$ cat src/rtl/mem_pkg.sv
// -----------------------------------------------------------------------------
// mem_pkg
// Shared definitions for the memory access sequencer:
//   - mem_state_e   : sequencer state encoding (IDLE, WRITE, READ_WAIT, DONE)
//   - RAM_LAT_MIN/MAX: legal bounds of the RAM read latency parameter
//   - lat_cnt_init  : converts a RAM latency into the READ_WAIT down-counter
//                     start value, clamping out-of-range latencies
// -----------------------------------------------------------------------------
package mem_pkg;

    typedef enum logic [1:0] {
        IDLE      = 2'd0,
        WRITE     = 2'd1,
        READ_WAIT = 2'd2,
        DONE      = 2'd3
    } mem_state_e;

    localparam int unsigned RAM_LAT_MIN = 32'd1;
    localparam int unsigned RAM_LAT_MAX = 32'd4;

    // The counter starts at latency-1 and the capture happens when it reads
    // zero, so a 2-bit counter covers latencies 1..4. Out-of-range values are
    // clamped so a bad parameter cannot wrap the counter.
    function automatic logic [1:0] lat_cnt_init(input int unsigned lat);
        int unsigned eff;
        if (lat < RAM_LAT_MIN) begin
            eff = RAM_LAT_MIN;
        end else if (lat > RAM_LAT_MAX) begin
            eff = RAM_LAT_MAX;
        end else begin
            eff = lat;
        end
        eff = eff - 32'd1;
        return eff[1:0];
    endfunction

endpackage

$ cat src/rtl/mem_access_seq.sv
// -----------------------------------------------------------------------------
// mem_access_seq
// Sequences single CPU load/store requests onto a synchronous RAM through a
// MAR (address) and MDR (data) register pair.
//
// Store: IDLE -> WRITE (ram_wren=1) -> DONE (done=1) -> IDLE
// Load : IDLE -> READ_WAIT (RAM_LAT cycles) -> DONE (done=1, rdata valid) -> IDLE
//
// Parameters
//   RAM_LAT : RAM read latency in cycles (1..4)
//   AW      : RAM word address width
// Ports
//   Clock      in   single clock, rising edge
//   Clear      in   synchronous active-high reset, highest priority
//   req_valid  in   request present (held by requester until accepted)
//   req_write  in   1 = store, 0 = load
//   req_addr   in   [AW-1:0] word address
//   req_wdata  in   [31:0] store data
//   req_ready  out  high only in IDLE
//   ram_addr   out  [AW-1:0] from MAR
//   ram_data   out  [31:0] from MDR
//   ram_wren   out  RAM write enable, high only in WRITE
//   ram_q      in   [31:0] RAM read data
//   done       out  one-cycle completion pulse
//   rdata      out  [31:0] last load result, held until the next load
//   access_cnt out  [15:0] saturating completed-access count
//                   (present only with MEM_ACCESS_STATS_EN defined)
// -----------------------------------------------------------------------------
module mem_access_seq
    import mem_pkg::*;
#(
    parameter int unsigned RAM_LAT = 32'd1,
    parameter int unsigned AW      = 32'd9
) (
    input  logic          Clock,
    input  logic          Clear,
    input  logic          req_valid,
    input  logic          req_write,
    input  logic [AW-1:0] req_addr,
    input  logic [31:0]   req_wdata,
    output logic          req_ready,
    output logic [AW-1:0] ram_addr,
    output logic [31:0]   ram_data,
    output logic          ram_wren,
    input  logic [31:0]   ram_q,
    output logic          done,
    output logic [31:0]   rdata
`ifdef MEM_ACCESS_STATS_EN
    ,
    output logic [15:0]   access_cnt
`endif
);

    localparam logic [1:0] LAT_CNT_INIT = lat_cnt_init(RAM_LAT);

    mem_state_e    state_q,     state_d;
    logic [AW-1:0] mar_q,       mar_d;
    logic [31:0]   mdr_q,       mdr_d;
    logic [31:0]   rdata_q,     rdata_d;
    logic [1:0]    cnt_q,       cnt_d;
    logic          req_ready_q, req_ready_d;
    logic          ram_wren_q,  ram_wren_d;
    logic          done_q,      done_d;
    logic          accept_s;

    assign accept_s = req_valid && req_ready_q;

    // Next-state, MAR/MDR/rdata update and registered output decode.
    always_comb begin
        state_d = state_q;
        mar_d   = mar_q;
        mdr_d   = mdr_q;
        rdata_d = rdata_q;
        cnt_d   = cnt_q;

        case (state_q)
            IDLE: begin
                if (accept_s) begin
                    mar_d = req_addr;
                    if (req_write) begin
                        mdr_d   = req_wdata;
                        state_d = WRITE;
                    end else begin
                        cnt_d   = LAT_CNT_INIT;
                        state_d = READ_WAIT;
                    end
                end else begin
                    state_d = IDLE;
                end
            end
            WRITE: begin
                state_d = DONE;
            end
            READ_WAIT: begin
                if (cnt_q == 2'd0) begin
                    // Last latency cycle: RAM data is valid now. rdata is
                    // loaded alongside MDR so it equals MDR during DONE but
                    // is untouched by later stores.
                    mdr_d   = ram_q;
                    rdata_d = ram_q;
                    state_d = DONE;
                end else begin
                    cnt_d   = cnt_q - 2'd1;
                    state_d = READ_WAIT;
                end
            end
            DONE: begin
                state_d = IDLE;
            end
            default: begin
                state_d = IDLE;
            end
        endcase

        // Outputs are decoded from the next state so they come straight
        // out of flops in the cycle the state is entered.
        req_ready_d = (state_d == IDLE);
        ram_wren_d  = (state_d == WRITE);
        done_d      = (state_d == DONE);
    end

    // State, address/data registers and registered outputs.
    always_ff @(posedge Clock) begin
        if (Clear) begin
            state_q     <= IDLE;
            mar_q       <= '0;
            mdr_q       <= 32'd0;
            rdata_q     <= 32'd0;
            cnt_q       <= 2'd0;
            req_ready_q <= 1'b1;
            ram_wren_q  <= 1'b0;
            done_q      <= 1'b0;
        end else begin
            state_q     <= state_d;
            mar_q       <= mar_d;
            mdr_q       <= mdr_d;
            rdata_q     <= rdata_d;
            cnt_q       <= cnt_d;
            req_ready_q <= req_ready_d;
            ram_wren_q  <= ram_wren_d;
            done_q      <= done_d;
        end
    end

    assign req_ready = req_ready_q;
    assign ram_addr  = mar_q;
    assign ram_data  = mdr_q;
    assign ram_wren  = ram_wren_q;
    assign done      = done_q;
    assign rdata     = rdata_q;

`ifdef MEM_ACCESS_STATS_EN
    logic [15:0] access_cnt_q, access_cnt_d;

    // Count completed accesses, sticking at all-ones.
    always_comb begin
        access_cnt_d = access_cnt_q;
        if (done_q && (access_cnt_q != 16'hFFFF)) begin
            access_cnt_d = access_cnt_q + 16'd1;
        end else begin
            access_cnt_d = access_cnt_q;
        end
    end

    // Access counter register.
    always_ff @(posedge Clock) begin
        if (Clear) begin
            access_cnt_q <= 16'd0;
        end else begin
            access_cnt_q <= access_cnt_d;
        end
    end

    assign access_cnt = access_cnt_q;
`endif

endmodule

$ cat config.mk
export PLATFORM = sky130hd
export DESIGN_NAME = mem_access_seq
export DESIGN_NICKNAME = d
export VERILOG_FILES = /design/src/rtl/mem_pkg.sv /design/src/rtl/mem_access_seq.sv
export SDC_FILE = /design/constraint.sdc
export NUM_CORES = 1
export LEC_CHECK = 0
export CAP_MARGIN = 20
export CORE_ASPECT_RATIO = 0.5
export CORE_MARGIN = 3
export CORE_UTILIZATION = 53
export DETAILED_ROUTE_END_ITERATION = 16
export DONT_BUFFER_PORTS = 1
export GPL_TIMING_DRIVEN = 0
export PLACE_DENSITY_LB_ADDON = 0.12
export SYNTH_ARGS = -nofsm -noshare
export SYNTH_HDL_FRONTEND = slang
export SYNTH_SLANG_ARGS = --single-unit
$ cat constraint.sdc
create_clock -name Clock -period 3.4 [get_ports Clock]
set_input_delay 0.68 -clock Clock [delete_from_list [all_inputs] [get_ports Clock]]
set_output_delay 0.68 -clock Clock [all_outputs]
set_load 0.01 [all_outputs]
# Word-level counts from Yosys, hierarchy flattened
# Index checks and enable logic that the tools add are counted.
# totals
in_bits	77
regBits	80
ram_bits	0
mem_bits_ro	0
output_inout_bits	76
n_memories	0
latch_bits	0
# op_classes
muxes	12
order_cmp	0
bitwise_logic	0
n_mul	0
addsub	1
n_reduce_logical	9
n_eq_ne	10
n_shift	0
n_div	0
# op_table
cell	count
32-bit two-way mux	3
32-bit one-hot mux with 2 select lines	1
2-bit two-way mux	5
2-bit inequality test (second input constant)	5
2-bit one-hot mux with 4 select lines	1
4-bit AND reduction	2
2-bit equality test (second input constant)	3
2-bit zero test	3
2-bit by 1-bit equality test with 1-bit output (second input constant)	2
2-bit one-hot mux with 2 select lines	1
2-bit AND reduction	2
2-bit nonzero test	1
2-bit by 1-bit subtractor with 2-bit output (second input constant)	1
1-bit logical AND	1
1-bit two-way mux	1

# Longest topological paths before layout
# Gate-level depths: netlist of the first run.
# depth
depth_word	4
ltp_mapped	7
ltp_nobuf	5

# Worst setup path after synthesis of the first run
# OpenSTA, ideal clock, no wires.
# synth_path
path_type	input to register
from	in req_valid
to	reg mdr_q[10] (netlist: ram_data[10])
arrival_time_ns	1.698
path_stages	5
path_buffers	2
slack_ns	1.581
required_ns	3.279
cell_sequence	buf_4 > nand3_2 > a211o_4 > buf_12 > mux2_4
# synth_between
elab_chain_len	3
# synth_lines
element	line_no	text
from (decl)	mem_access_seq.sv:37	input logic req_valid,
1-bit logical AND	mem_access_seq.sv:66	assign accept_s = req_valid && req_ready_q;
2-bit inequality test (no line)	n/a	
4-bit AND reduction (no line)	n/a	
to (signal assigned)	mem_access_seq.sv:136	mdr_q <= mdr_d;
to (decl)	mem_access_seq.sv:58	logic [31:0] mdr_q, mdr_d;
# No other way between the ends.
# A chain may end at the register's enable or synchronous reset.

# Worst setup path after layout of the first run
# layout_path
from	reg state_q[0]
to	reg mdr_q[10] (netlist: ram_data[10])
# layout_between
elab_chain_len	3
elab_cells_between_ends	8
cone_classes	4 x eq/ne; 1 x mux; 3 x reduce/logical
# layout_lines
element	line_no	text
from (decl)	mem_access_seq.sv:56	mem_state_e state_q, state_d;
from (signal assigned)	mem_access_seq.sv:134	state_q <= state_d;
2-bit equality test / 2-bit zero test (equally long branches)	mem_access_seq.sv:76	case (state_q)
2-bit inequality test (no line) / 2-bit nonzero test (equally long branches)	n/a	
4-bit AND reduction (no line)	n/a	
# Parallel ways exist; a longest one is shown, timed or not.

==> results of run 1 <==
## worst register-to-register path: stages, from the launching register on
cell and delay (ns):
dfxtp_1 0.32, inv_1 0.11, ha_1 0.19, buf_4 0.20
buf_2 0.34, mux2i_1 0.27, nor2_1 0.07, mux2_4 0.28
## flip-flops by register name, summed over array words and instances (netlist names)
register   cells
ram_data      32
rdata         32
ram_addr       9
cnt_q          2
state_q        2
done           1
ram_wren       1
req_ready      1
## layout by cell type, fill, tap and decap left out, drive strengths merged
cell type	n
inv	5
ha	4
nand4	1
a31o	1
nand2b	1
a21oi	44
mux2	32
dfxtp	80
clkbuf	29
mux2i	34
nor2	35
nand3b	2
nand2	85
o22ai	1
buf	15
nor2b	34
nand3	4
a21boi	1
and3	2
a211o	1
a211oi	1
and2b	1
and2	1
nand4b	1
## stage by stage
step,hold WS (ns),std cells,worst slack [ns],area (um^2)
after detailed placement,0.452,488,1.36,3790
after floorplan,0.435,400,1.58,3680
final,0.456,503,1.51,4060
after CTS,0.460,503,1.53,4060
after global placement,0.445,488,1.42,3790
after global routing,0.477,503,1.37,4060
## per-layer routing
metal  part of all wire, %  up-vias  global-route usage, %
met2                    46       98                   35.7
met4                  0.81        0                   4.97
met1                    42     1280                   25.9
met5                     0        -                      0
li1                      -     1339                      -
met3                    10       10                   8.46
## final timing paths
kind,end,depth (start not counted),start
max reg2reg,ram_data[10],7,state_q[0]
min,cnt_q[0],2,cnt_q[0]
min reg2reg,cnt_q[0],2,cnt_q[0]
max,ram_data[10],7,state_q[0]
## layout make-up
type	instances	share of cell area, %
inverter	5	0.463
buffer	29	4.29
clock buffer	15	6.60
tap	88	2.71
multi-input combinational	286	46.5
sequential	80	39.5
## cell families (layout without fill, tap and decap cells)
kind of cell / after synthesis / count (layout) / share of synthesized area (%)
multiplexers: 66 / 66 / 22.1
buffers and inverters: 34 / 49 / 5.24
AO/OA/AOI/OAI: 49 / 49 / 7.28
flip-flops: 80 / 80 / 43.5
adder cells (fa/ha/maj): 4 / 4 / 1.36
AND/OR/NAND/NOR: 167 / 167 / 20.5
## power groups by stage
| stage | sequential (mW) | combinational (mW) | clock (mW) |
|---|---|---|---|
| finish | 1.13 | 0.434 | 0.874 |
| global route | 1.14 | 0.478 | 0.928 |
| CTS | 1.13 | 0.437 | 0.892 |
| detailed placement | 1.15 | 0.435 | 0 |
| global placement | 1.15 | 0.418 | 0 |
| floorplan | 1.12 | 0.369 | 0 |
==> metrics.txt, run 1 <==
status=complete, no violations; Synth Register Bits=80; max incr delay on CP=about 0.33 ns; Slew Viols, Final=0; proportion of layout cells with a drive suffix above 1=about 14%; Syn Nets=approximately 480; Psw=around 650 uW; largest net degree at the start of global routing=12; most frequent cells after synthesis=85 x nand2_1, 80 x dfxtp_1, 44 x a21oi_1; routed length per placed instance=between 15 and 20 um; worst skew pair latency=0.33 ns; Setup-failing EPs final=0; Multi-input gate area=about 0.0019 mm^2; CP required=3.61 ns; hold crit path type=reg -> reg; Syn Std Cell Area=roughly 0.0037 mm^2; hold-fix buffers at CTS=0; slowest cell on the critical path=buf_2; synth top area cells=dfxtp_1 44%, mux2_4 12%, mux2i_1 9.3%; WP buf/inv=3; pwr dens=600 mW/mm^2; Area Growth Syn to Fin=10.3%; Seq/Total Area, Yosys=43.5%; Logic pwr share=roughly 18%; aggregate global-route resource usage=21.4%; CP Max Fanout=10; Final ANT Viol Nets=0; Crit path arrival time=~2.1 ns; slew margin rel.=between 60% and 70%; total grt overflow=0; crit end category=flop; CTS H-tree depth=3; switching share of power=a little over a quarter; first-pass GRT wire length=around 13 mm; remaining routing DRC violations=0; vias in the first global route=between 2000 and 3000; post-DP HPWL=approximately 6.6 mm; Port Buffer Count=0; Yosys warnings=0; Cell Rows=20; clock tree buffer depth=2; worst-path cell chain=inv_1 > ha_1 > buf_4 > buf_2 > mux2i_1 > nor2_1 > mux2_4; Avg Cell Area, Syn=just over 9 um^2; Post-synth ARST share=0%; Worst setup SP type=flop; Setup Total Neg Slack=0 ns; Core Box Area=0.00638 mm^2; number of synthesized flops with an enable pin=0; Fmax=roughly 0.53 GHz; RSZ-0062 raised after global routing=no; Initial DRC Count=approximately 140; initial core utilization=between 50% and 60%; io pins=about 150; clock sinks=80; clock power share=a little over a third; fin crit share=55.6%; fill count=between 500 and 600; initial antenna violation count=0; Synth area leader=dfxtp_1; Final Total Pwr=2.44 mW; Root Buffer=clkbuf_16; Lkg Pwr=1.57 nW; gp weighted congestion=0.763; Top Family by Delay on Critical Path=buffers and inverters; Tightest Pin Transition=between 0.4 and 0.5 ns; Post-Route WL=8.61 mm; CTS resizes=0; DRT Pass-1 Iters=4; main flop type after synthesis=dfxtp_1; final hold viol count=0; Sequential Power Share=approximately 46%; storage element area=0.00160 mm^2; Vias/cell=between 5 and 6; Die H=between 60 and 70 um; TritonCTS buffer count=9; Setup Fix Bufs, Post-CTS=0; count leader, synth=nand2_1; r2r setup slk=~1.5 ns; Tmin final=~1.9 ns; max cap viols=0; CTS tree=yes; post-synth top area share=a little over two fifths; P_int=about 1.8 mW; Inserted Diodes=0; Netlist cell types=30; Max IR drop VDD=0.000361 V; critical path class=reg -> reg; die footprint=0.00804 mm^2; nets@finish=492; cell count after synthesis=400; utilization after layout=~64%; Die Wd=~120 um; clk slew on worst S/H paths=0.05 ns; DR vias=2727; clk_skew=around 0.006 ns
Note: power is estimated with default switching activity, not from simulation.
==> run 2: changes to the inputs <==
Clock period 3.4 ns to 2 ns, I/O delays scaled along.
==> run 2 against run 1 <==
Register-to-register slack got worse by 1.4 ns. Critical path depth unchanged. Via count unchanged. Count of clock-buffer cells in the layout unchanged. Global-route usage unchanged. Sequential share of layout area about the same. Sequential cell count unchanged. Clock power increased by 70%. Utilization about the same. Final cell count unchanged. Critical endpoint is now ram_data[19].
==> metrics.txt, run 2 (synthesis gave the netlist of run 1 again) <==
status=complete, no violations; crit end category=flop; CTS tree=yes; CP Max Fanout=10; max cap viols=0; Root Buffer=clkbuf_16; gp weighted congestion=0.763; fill count=571; DR vias=2727; critical path class=reg -> reg; Slew Viols, Final=0; Max IR drop VDD=0.000613 V; DRT Pass-1 Iters=4; most common cell after layout, fill and taps aside=nand2_1; hold crit path type=in -> reg; Multi-input gate area=approximately 0.0019 mm^2; RSZ-0062 raised after global routing=no; Lkg Pwr=about 1.6 nW; clock tree buffer depth=2; Die H=between 60 and 70 um; io pins=153; dpl cell area=around 0.0038 mm^2; routed length per placed instance=around 17 um; clk slew on worst S/H paths=about 0.060 ns; largest net degree at the start of global routing=12; vias in the first global route=about 2700; Setup Fix Bufs, Post-CTS=0; Die Wd=124 um; TritonCTS buffer count=9; initial antenna violation count=0; final hold viol count=0; clock sinks=80; hold slack final=between 0.2 and 0.25 ns; Setup-failing EPs final=0; Post-Route WL=around 8.6 mm; Setup Total Neg Slack=0 ns; Worst setup SP type=flop; nets@finish=492; proportion of layout cells with a drive suffix above 1=between 10 and 15%; die footprint=approximately 0.008 mm^2; worst skew pair latency=0.33 ns; storage element area=0.00160 mm^2; pwr dens=about 1000 mW/mm^2; utilization after layout=a little under two thirds; remaining routing DRC violations=0; CP required=~2.2 ns; Vias/cell=around 5.4; aggregate global-route resource usage=a little over a fifth; initial core utilization=between 50 and 60%; Initial DRC Count=143; Area Growth Syn to Fin=10.3%; Crit path arrival time=2.07 ns; Core Box Area=about 0.0064 mm^2; post-DP HPWL=roughly 6.6 mm; reg2reg path depth=7; first-pass GRT wire length=13.3 mm; Fmax=0.540 GHz; fin crit share=~93%; total grt overflow=0; most frequent cells in the layout=85 x nand2_1, 80 x dfxtp_1, 44 x a21oi_1; clk_skew=slightly above 0.006 ns; Port Buffer Count=0; final instance area=a little over 0.004 mm^2; Final ANT Viol Nets=0; Hold Path Stages=2; CTS H-tree depth=3; Tmin final=around 1.9 ns; slew margin rel.=67.1%; Tightest Pin Transition=between 0.4 and 0.5 ns; Inserted Diodes=0; Cell Rows=20
==> run 2: area by class of cell <==
cell class | instances | area share, %
clock buffer | 15 | 6.60
multi-input combinational | 286 | 46.4
tap | 88 | 2.71
inverter | 5 | 0.462
sequential | 80 | 39.5
buffer | 29 | 4.35
==> run 2: power breakdown <==
group / leakage [nW] / internal [mW] / switching [mW]
logic: 0.790 / 0.383 / 0.355
clock network: 0.130 / 0.903 / 0.582
registers: 0.653 / 1.75 / 0.170
==> run 2: critical path: stages, from the launching register on <==
cell and delay, ns:
dfxtp_1 0.32, inv_1 0.11, ha_1 0.19, buf_4 0.20, buf_2 0.33, mux2i_1 0.25, nor2_1 0.06, mux2_4 0.28
==> run 2: metrics by stage <==
| stage | power (mW) | std cells | worst slack [ns] |
|---|---|---|---|
| final | 4.14 | 503 | 0.147 |
| after global routing | 4.32 | 503 | 0.000628 |
| after CTS | 4.18 | 503 | 0.128 |
| after detailed placement | 2.69 | 488 | 0.149 |
| after global placement | 2.66 | 488 | 0.198 |
| after floorplan | 2.54 | 400 | 0.358 |
==> run 2: repair_timing <==
item                                   4_1_cts  5_1_grt
hold buffers                                 0        0
resized for setup                            0        1
endpoints found under the hold margin        0        0
setup endpoints to repair                    0        2
==> run 2: metal layers <==
| metal | GRT usage (%) | part of all wire (%) | up-vias |
|---|---|---|---|
| met5 | 0 | 0 | - |
| met4 | 4.97 | 0.81 | 0 |
| met3 | 8.46 | 10 | 10 |
| met2 | 35.7 | 46 | 98 |
| met1 | 25.9 | 42 | 1280 |
| li1 | - | - | 1339 |
==> run 2: path summary, 6_finish.rpt <==
check | from | to | slack, ns
hold reg to reg | cnt_q[0] | cnt_q[0] | 0.46
hold / removal | ram_q[7] | rdata[7] | 0.20
setup / recovery | state_q[0] | ram_data[19] | 0.15
setup reg to reg | state_q[0] | ram_data[19] | 0.15
